===== config.mk =====
export PLATFORM = sky130hd
export DESIGN_NAME = quant_relu_cell
export DESIGN_NICKNAME = d
export VERILOG_FILES = /design/src/rtl/quant_relu_cell.sv
export SDC_FILE = /design/constraint.sdc
export NUM_CORES = 1
export LEC_CHECK = 0
export ABC_AREA = 1
export CAP_MARGIN = 40
export CORE_MARGIN = 2
export CORE_UTILIZATION = 30
export DETAILED_ROUTE_END_ITERATION = 16
export PLACE_DENSITY_LB_ADDON = 0.3
export SETUP_SLACK_MARGIN = 0.02
export SLEW_MARGIN = 20
export SYNTH_ARGS = -nofsm -noshare
export SYNTH_HDL_FRONTEND = slang
export SYNTH_SLANG_ARGS = --single-unit

===== constraint.sdc =====
create_clock -name clk -period 8.6 [get_ports clk]
set_input_delay 1.72 -clock clk [delete_from_list [all_inputs] [get_ports clk]]
set_output_delay 1.72 -clock clk [all_outputs]
set_load 0.02 [all_outputs]

===== src/rtl/quant_relu_cell.sv =====
// Requantizing ReLU output cell: fixed-point scale, rounding shift, zero-point add and
// mode-selected clamp, with a wrapping neuron index and end-of-row flag.
module quant_relu_cell #(
  parameter int DATA_WIDTH   = 8,
  parameter int RESULT_WIDTH = 16,
  parameter int MULT_WIDTH   = 16,
  parameter int SHIFT_WIDTH  = 5,
  parameter int INDEX_WIDTH  = 10,
  parameter int CELL_AMOUNT  = 4
) (
  input  logic                    clk,
  input  logic                    rst,
  input  logic                    input_valid,
  input  logic [RESULT_WIDTH-1:0] input_result,
  input  logic                    index_clear,
  input  logic [MULT_WIDTH-1:0]   cfg_mult,
  input  logic [SHIFT_WIDTH-1:0]  cfg_shift,
  input  logic [DATA_WIDTH-1:0]   cfg_zero_point,
  input  logic [1:0]              cfg_mode,
  input  logic [DATA_WIDTH-1:0]   cfg_cap,
  output logic [DATA_WIDTH-1:0]   output_value,
  output logic [INDEX_WIDTH-1:0]  output_index,
  output logic                    output_enable,
  output logic                    output_last
);

  localparam int PW = RESULT_WIDTH + MULT_WIDTH + 1;  // full signed product
  localparam int RW = PW + 1;                         // guard bit for the rounding bias
  localparam int SW = RW + 1;                         // room for the zero-point add
  localparam logic [INDEX_WIDTH-1:0] LAST_IDX  = INDEX_WIDTH'(CELL_AMOUNT - 1);
  localparam logic [INDEX_WIDTH-1:0] FIRST_INC = (CELL_AMOUNT == 1) ? '0 : INDEX_WIDTH'(1);
  localparam logic [RW-1:0]          ONE_RW    = {{(RW-1){1'b0}}, 1'b1};

  function automatic logic [INDEX_WIDTH-1:0] wrap_inc(input logic [INDEX_WIDTH-1:0] cur);
    if (cur == LAST_IDX) begin
      wrap_inc = '0;
    end else begin
      wrap_inc = cur + INDEX_WIDTH'(1);
    end
  endfunction

  logic [INDEX_WIDTH-1:0] cnt_r;
  logic [INDEX_WIDTH-1:0] cnt_nxt_s;
  logic [INDEX_WIDTH-1:0] idx_s;
  logic signed [PW-1:0]   prod_s;

  logic                   vld1_r;
  logic signed [PW-1:0]   prod1_r;
  logic [INDEX_WIDTH-1:0] idx1_r;
  logic [SHIFT_WIDTH-1:0] shift1_r;
  logic [DATA_WIDTH-1:0]  zp1_r;
  logic [1:0]             mode1_r;
  logic [DATA_WIDTH-1:0]  cap1_r;

  logic signed [RW-1:0]   ext_s;
  logic signed [RW-1:0]   bias_s;
  logic signed [RW-1:0]   rnd_s;

  logic                   vld2_r;
  logic signed [RW-1:0]   rnd2_r;
  logic [INDEX_WIDTH-1:0] idx2_r;
  logic [DATA_WIDTH-1:0]  zp2_r;
  logic [1:0]             mode2_r;
  logic [DATA_WIDTH-1:0]  cap2_r;

  logic signed [SW-1:0]   sum_s;
  logic signed [SW-1:0]   lo_s;
  logic signed [SW-1:0]   hi_s;
  logic signed [SW-1:0]   min_s;
  logic [DATA_WIDTH-1:0]  lo_u_s;
  logic [DATA_WIDTH-1:0]  val_s;

  // Stage 1 product and index assignment; a clear alongside a valid hands that sample index 0
  always_comb begin
    prod_s    = PW'($signed(input_result)) * PW'($signed({1'b0, cfg_mult}));
    idx_s     = cnt_r;
    cnt_nxt_s = cnt_r;
    if (index_clear) begin
      idx_s     = '0;
      cnt_nxt_s = input_valid ? FIRST_INC : '0;
    end else if (input_valid) begin
      cnt_nxt_s = wrap_inc(cnt_r);
    end else begin
      cnt_nxt_s = cnt_r;
    end
  end

  // Stage 2 rounding shift, half toward +infinity
  always_comb begin
    ext_s  = RW'(prod1_r);
    bias_s = '0;
    rnd_s  = ext_s;
    if (shift1_r == '0) begin
      rnd_s = ext_s;
    end else begin
      bias_s = $signed(ONE_RW << (shift1_r - SHIFT_WIDTH'(1)));
      rnd_s  = (ext_s + bias_s) >>> shift1_r;
    end
  end

  // Stage 3 zero-point add and clamp; applying lo last lets it win over a cap below zero point
  always_comb begin
    sum_s = SW'(rnd2_r) + $signed({{(SW-DATA_WIDTH){1'b0}}, zp2_r});
    case (mode2_r)
      2'd0:    lo_u_s = '0;
      default: lo_u_s = zp2_r;
    endcase
    case (mode2_r)
      2'd2:    hi_s = $signed({{(SW-DATA_WIDTH){1'b0}}, cap2_r});
      default: hi_s = $signed({{(SW-DATA_WIDTH){1'b0}}, {DATA_WIDTH{1'b1}}});
    endcase
    lo_s = $signed({{(SW-DATA_WIDTH){1'b0}}, lo_u_s});
    if (sum_s > hi_s) begin
      min_s = hi_s;
    end else begin
      min_s = sum_s;
    end
    if (min_s < lo_s) begin
      val_s = lo_u_s;
    end else begin
      val_s = min_s[DATA_WIDTH-1:0];
    end
  end

  // Pipeline registers, index counter and registered outputs
  always_ff @(posedge clk or posedge rst) begin
    if (rst) begin
      cnt_r         <= '0;
      vld1_r        <= 1'b0;
      prod1_r       <= '0;
      idx1_r        <= '0;
      shift1_r      <= '0;
      zp1_r         <= '0;
      mode1_r       <= 2'd0;
      cap1_r        <= '0;
      vld2_r        <= 1'b0;
      rnd2_r        <= '0;
      idx2_r        <= '0;
      zp2_r         <= '0;
      mode2_r       <= 2'd0;
      cap2_r        <= '0;
      output_value  <= '0;
      output_index  <= '0;
      output_enable <= 1'b0;
      output_last   <= 1'b0;
    end else begin
      cnt_r  <= cnt_nxt_s;
      vld1_r <= input_valid;
      if (input_valid) begin
        prod1_r  <= prod_s;
        idx1_r   <= idx_s;
        shift1_r <= cfg_shift;
        zp1_r    <= cfg_zero_point;
        mode1_r  <= cfg_mode;
        cap1_r   <= cfg_cap;
      end
      vld2_r <= vld1_r;
      if (vld1_r) begin
        rnd2_r  <= rnd_s;
        idx2_r  <= idx1_r;
        zp2_r   <= zp1_r;
        mode2_r <= mode1_r;
        cap2_r  <= cap1_r;
      end
      output_enable <= vld2_r;
      if (vld2_r) begin
        output_value <= val_s;
        output_index <= idx2_r;
        output_last  <= (idx2_r == LAST_IDX);
      end else begin
        output_value <= '0;
        output_index <= '0;
        output_last  <= 1'b0;
      end
    end
  end

endmodule


==> metrics.md <==
| Metric | Value |
|---|---|
| Global-route wire length before repair | `103 mm` |
| Num ports | `79` |
| Num Clock Sinks | `160` |
| Area leader, netlist | `dfrtp_1` |
| Post-CTS Resized | `0` |
| Number of global-route vias before repair | `19400` |
| Via count | `between 15000 and 20000` |
| Seq/Total Area, Yosys | `18.6%` |
| Seq cells post-synth | `160` |
| Non-filler cells, final | `4123` |
| Syn. warnings | `0` |
| FP Rows | `slightly below 100` |
| Cell variety after synth | `54` |
| Crit path launch | `input_result[6]` |
| Chip height | `approximately 270 microns` |
| CP Capture Type | `register` |
| Post-synth EDFFs | `0` |
| Startpoint Class | `primary input` |
| Die area | `0.0738 sq mm` |
| Crit path DAT | `8.01 ns` |
| Initial Utilization | `between 30% and 40%` |
| Total CTS buffers | `17` |
| CTS tree | `yes` |
| DPL Wire Length | `51.9 mm` |
| Fin. Hold Viols | `0` |
| Synth-to-layout area growth | `11.7%` |
| Max_slew headroom | `46.3%` |
| Maximum clock path buffer count | `2` |
| Maxcap violations | `0` |
| Final setup fails | `0` |
| Largest net degree at the start of global routing | `80` |
| Final wirelength | `62.1 mm` |
| Die extent in x | `272 microns` |
| Skew-Pair Late Insertion Delay | `0.47 ns` |
| Run status | `complete, no violations` |
| Vias/cell | `~4.7` |
| Mapped Cells | `roughly 3100` |
| Top cell type's share of synthesized area | `a little under a fifth` |
| Top post-synthesis cells by count | `nand2_1, inv_1, nand3_1` |
| Placer congestion estimate | `0.929` |
| Dpl cells | `4090` |
| Syn Std Cell Area | `roughly 0.022 sq mm` |
| Top FF cell, synth | `dfrtp_1` |
| Post-synth net total | `about 3600` |
| Post-synth ARST share | `between 90% and 100%` |
| Worst Hold Class | `register to register` |
| CP delay by family, top | `adder cells` |
| CP Buf/Inv Count | `5` |
| Leak | `13.1 nW` |
| Drt pass-1 iters | `5` |
| Pwr dens | `between 200 and 300 mW/mm^2` |
| Root buf cell | `clkbuf_16` |
| Antenna violations before repair | `0` |
| Htree depth | `4` |
| Port bufs | `78` |
| Worst r2r src | `shift1_r[2]` |
| Fmax | `0.130 GHz` |
| R2R depth | `32` |
| Avg Inst Size Synth | `roughly 6.9 sq um` |
| Critical Path Fanout Max | `10` |
| Slew @ Worst Pin | `0.802 ns` |
| Crit path time final | `around 7.7 ns` |
| CP peak stage delay | `0.70 ns` |
| Worst path depth | `26` |
| Slew Limit Fails | `0` |
| RSZ-0062 raised after global routing | `false` |
| Most instantiated library cell after synthesis | `nand2_1` |
| Type of the worst setup path | `primary input to register` |
| Capturing point of the worst reg2reg path | `rnd2_r[26]` |
| Core area | `between 0.07 and 0.08 sq mm` |
| CP max-delay cell | `clkdlybuf4s50_1` |
| Clock skew | `0.0190 ns` |
| Peak supply drop | `0.000239 V` |
| Grt ovf | `0` |
| Reg2reg setup slack | `3.03 ns` |
| Drt first-iter violations | `~1300` |
| Fin nets | `3595` |
| Post-route ant nets | `0` |
| Share of cells above drive strength 1 | `5.83%` |
| Total GRT Usage | `17.2%` |
| # diodes | `0` |
| Synth area leaders | `dfrtp_1, fa_1, nand2_1` |
| # hold bufs at CTS | `0` |
| Routed wire length per instance | `15.1 microns` |
| Period utilisation layout | `approximately nine tenths` |
| Total power | `7.12 mW` |
| DRC Markers | `0` |
| Critical Path Most Common Cell | `fa_1` |
| Total setup buffers inserted after CTS | `0` |
| Crit path required time | `8.94 ns` |
| Clock transition at the registers of the reported paths | `0.07 ns` |
| Setup TNS | `0 ns` |
| Crit path to | `prod1_r[31]` |
[power by group]
part | switching, mW | internal (mW)
clock | 0.354 | 0.418
sequential | 0.184 | 0.919
combinational | 3.19 | 2.06
total | 3.73 | 3.39
[worst register-to-register path, delay by kind of cell, from the launching register on]
family / cells / cell delay (ns)
compound gates: 5 / 1.25
fa+ha+maj: 2 / 0.59
buf+inv: 7 / 1.31
flops: 1 / 0.33
simple gates: 18 / 2.01
[worst min-delay path by stage]
stage,from,endpoint,slack (ns),cells after the start
floorplan,vld2_r,output_enable,0.35,0
global placement,idx2_r[6],output_index[6],0.45,2
detailed placement,idx2_r[6],output_index[6],0.45,2
CTS,idx2_r[6],output_index[6],0.46,2
global route,idx2_r[9],output_last,0.49,1
finish,idx2_r[6],output_index[6],0.45,2
[layout make-up]
cell class | count | area (sq um)
Timing Repair Buffer | 132 | 1230
Multi-Input combinational cell | 2255 | 14800
Clock inverter | 13 | 144
Inverter | 594 | 2230
Tap cell | 950 | 1190
Clock buffer | 19 | 443
Fill cell | 7789 | 47200
Sequential cell | 160 | 4010
[layout by cell type, fill, tap and decap left out, drive strengths merged, types with 5 or more instances in the layout]
cell type,netlist,routed
nand2,918,918
inv,589,596
nand3,238,238
nor2,227,227
fa,196,196
ha,180,180
dfrtp,160,160
o21ai,142,142
a21oi,121,121
clkdlybuf4s50,0,77
buf,23,55
or2,36,36
nor3,29,29
a31oi,28,28
nand4,27,27
xor2,21,21
clkbuf,103,19
xnor2,15,15
nand3b,12,12
nor4,7,7
clkinv,5,7
a21o,6,6
o21bai,5,5
o221ai,5,5
o22ai,5,5
o41ai,5,5
[sequential cells by signal, summed over array words and instances (netlist names), 10 cells and up]
| signal | cells |
|---|---|
| cnt_r | 10 |
| idx2_r | 10 |
| output_index | 10 |
| rnd2_r | 34 |
| prod1_r | 33 |
| idx1_r | 10 |
[stage by stage]
stage	utilization [%]	hold WS (ns)	instance area, sq um	worst slack (ns)
CTS	33.7	0.460	24000	0.837
global placement	32.8	0.448	23400	0.417
floorplan	-	0.349	21500	1.04
detailed placement	32.9	0.446	23400	0.337
finish	33.7	0.455	24000	0.932
global route	33.7	0.487	24000	0.378
[layer usage]
metal  track usage, %  vias up  part of all wire [%]
li1                 -     9777                     -
met1             23.9     9036                    48
met2             28.2      395                    46
met3             1.73       80                   3.5
met4             5.34        0                   2.5
met5                0        -                     0
[cell families after synthesis]
kind of cell,Yosys count,share of synthesized area [%]
xor+xnor,36,1.47
fa+ha+maj,376,28.7
compound gates,341,8.97
mux,3,0.140
flops,160,18.6
buf+inv,720,12.7
simple gates,1499,29.4
No activity file was read; power rests on OpenSTA's default activity.
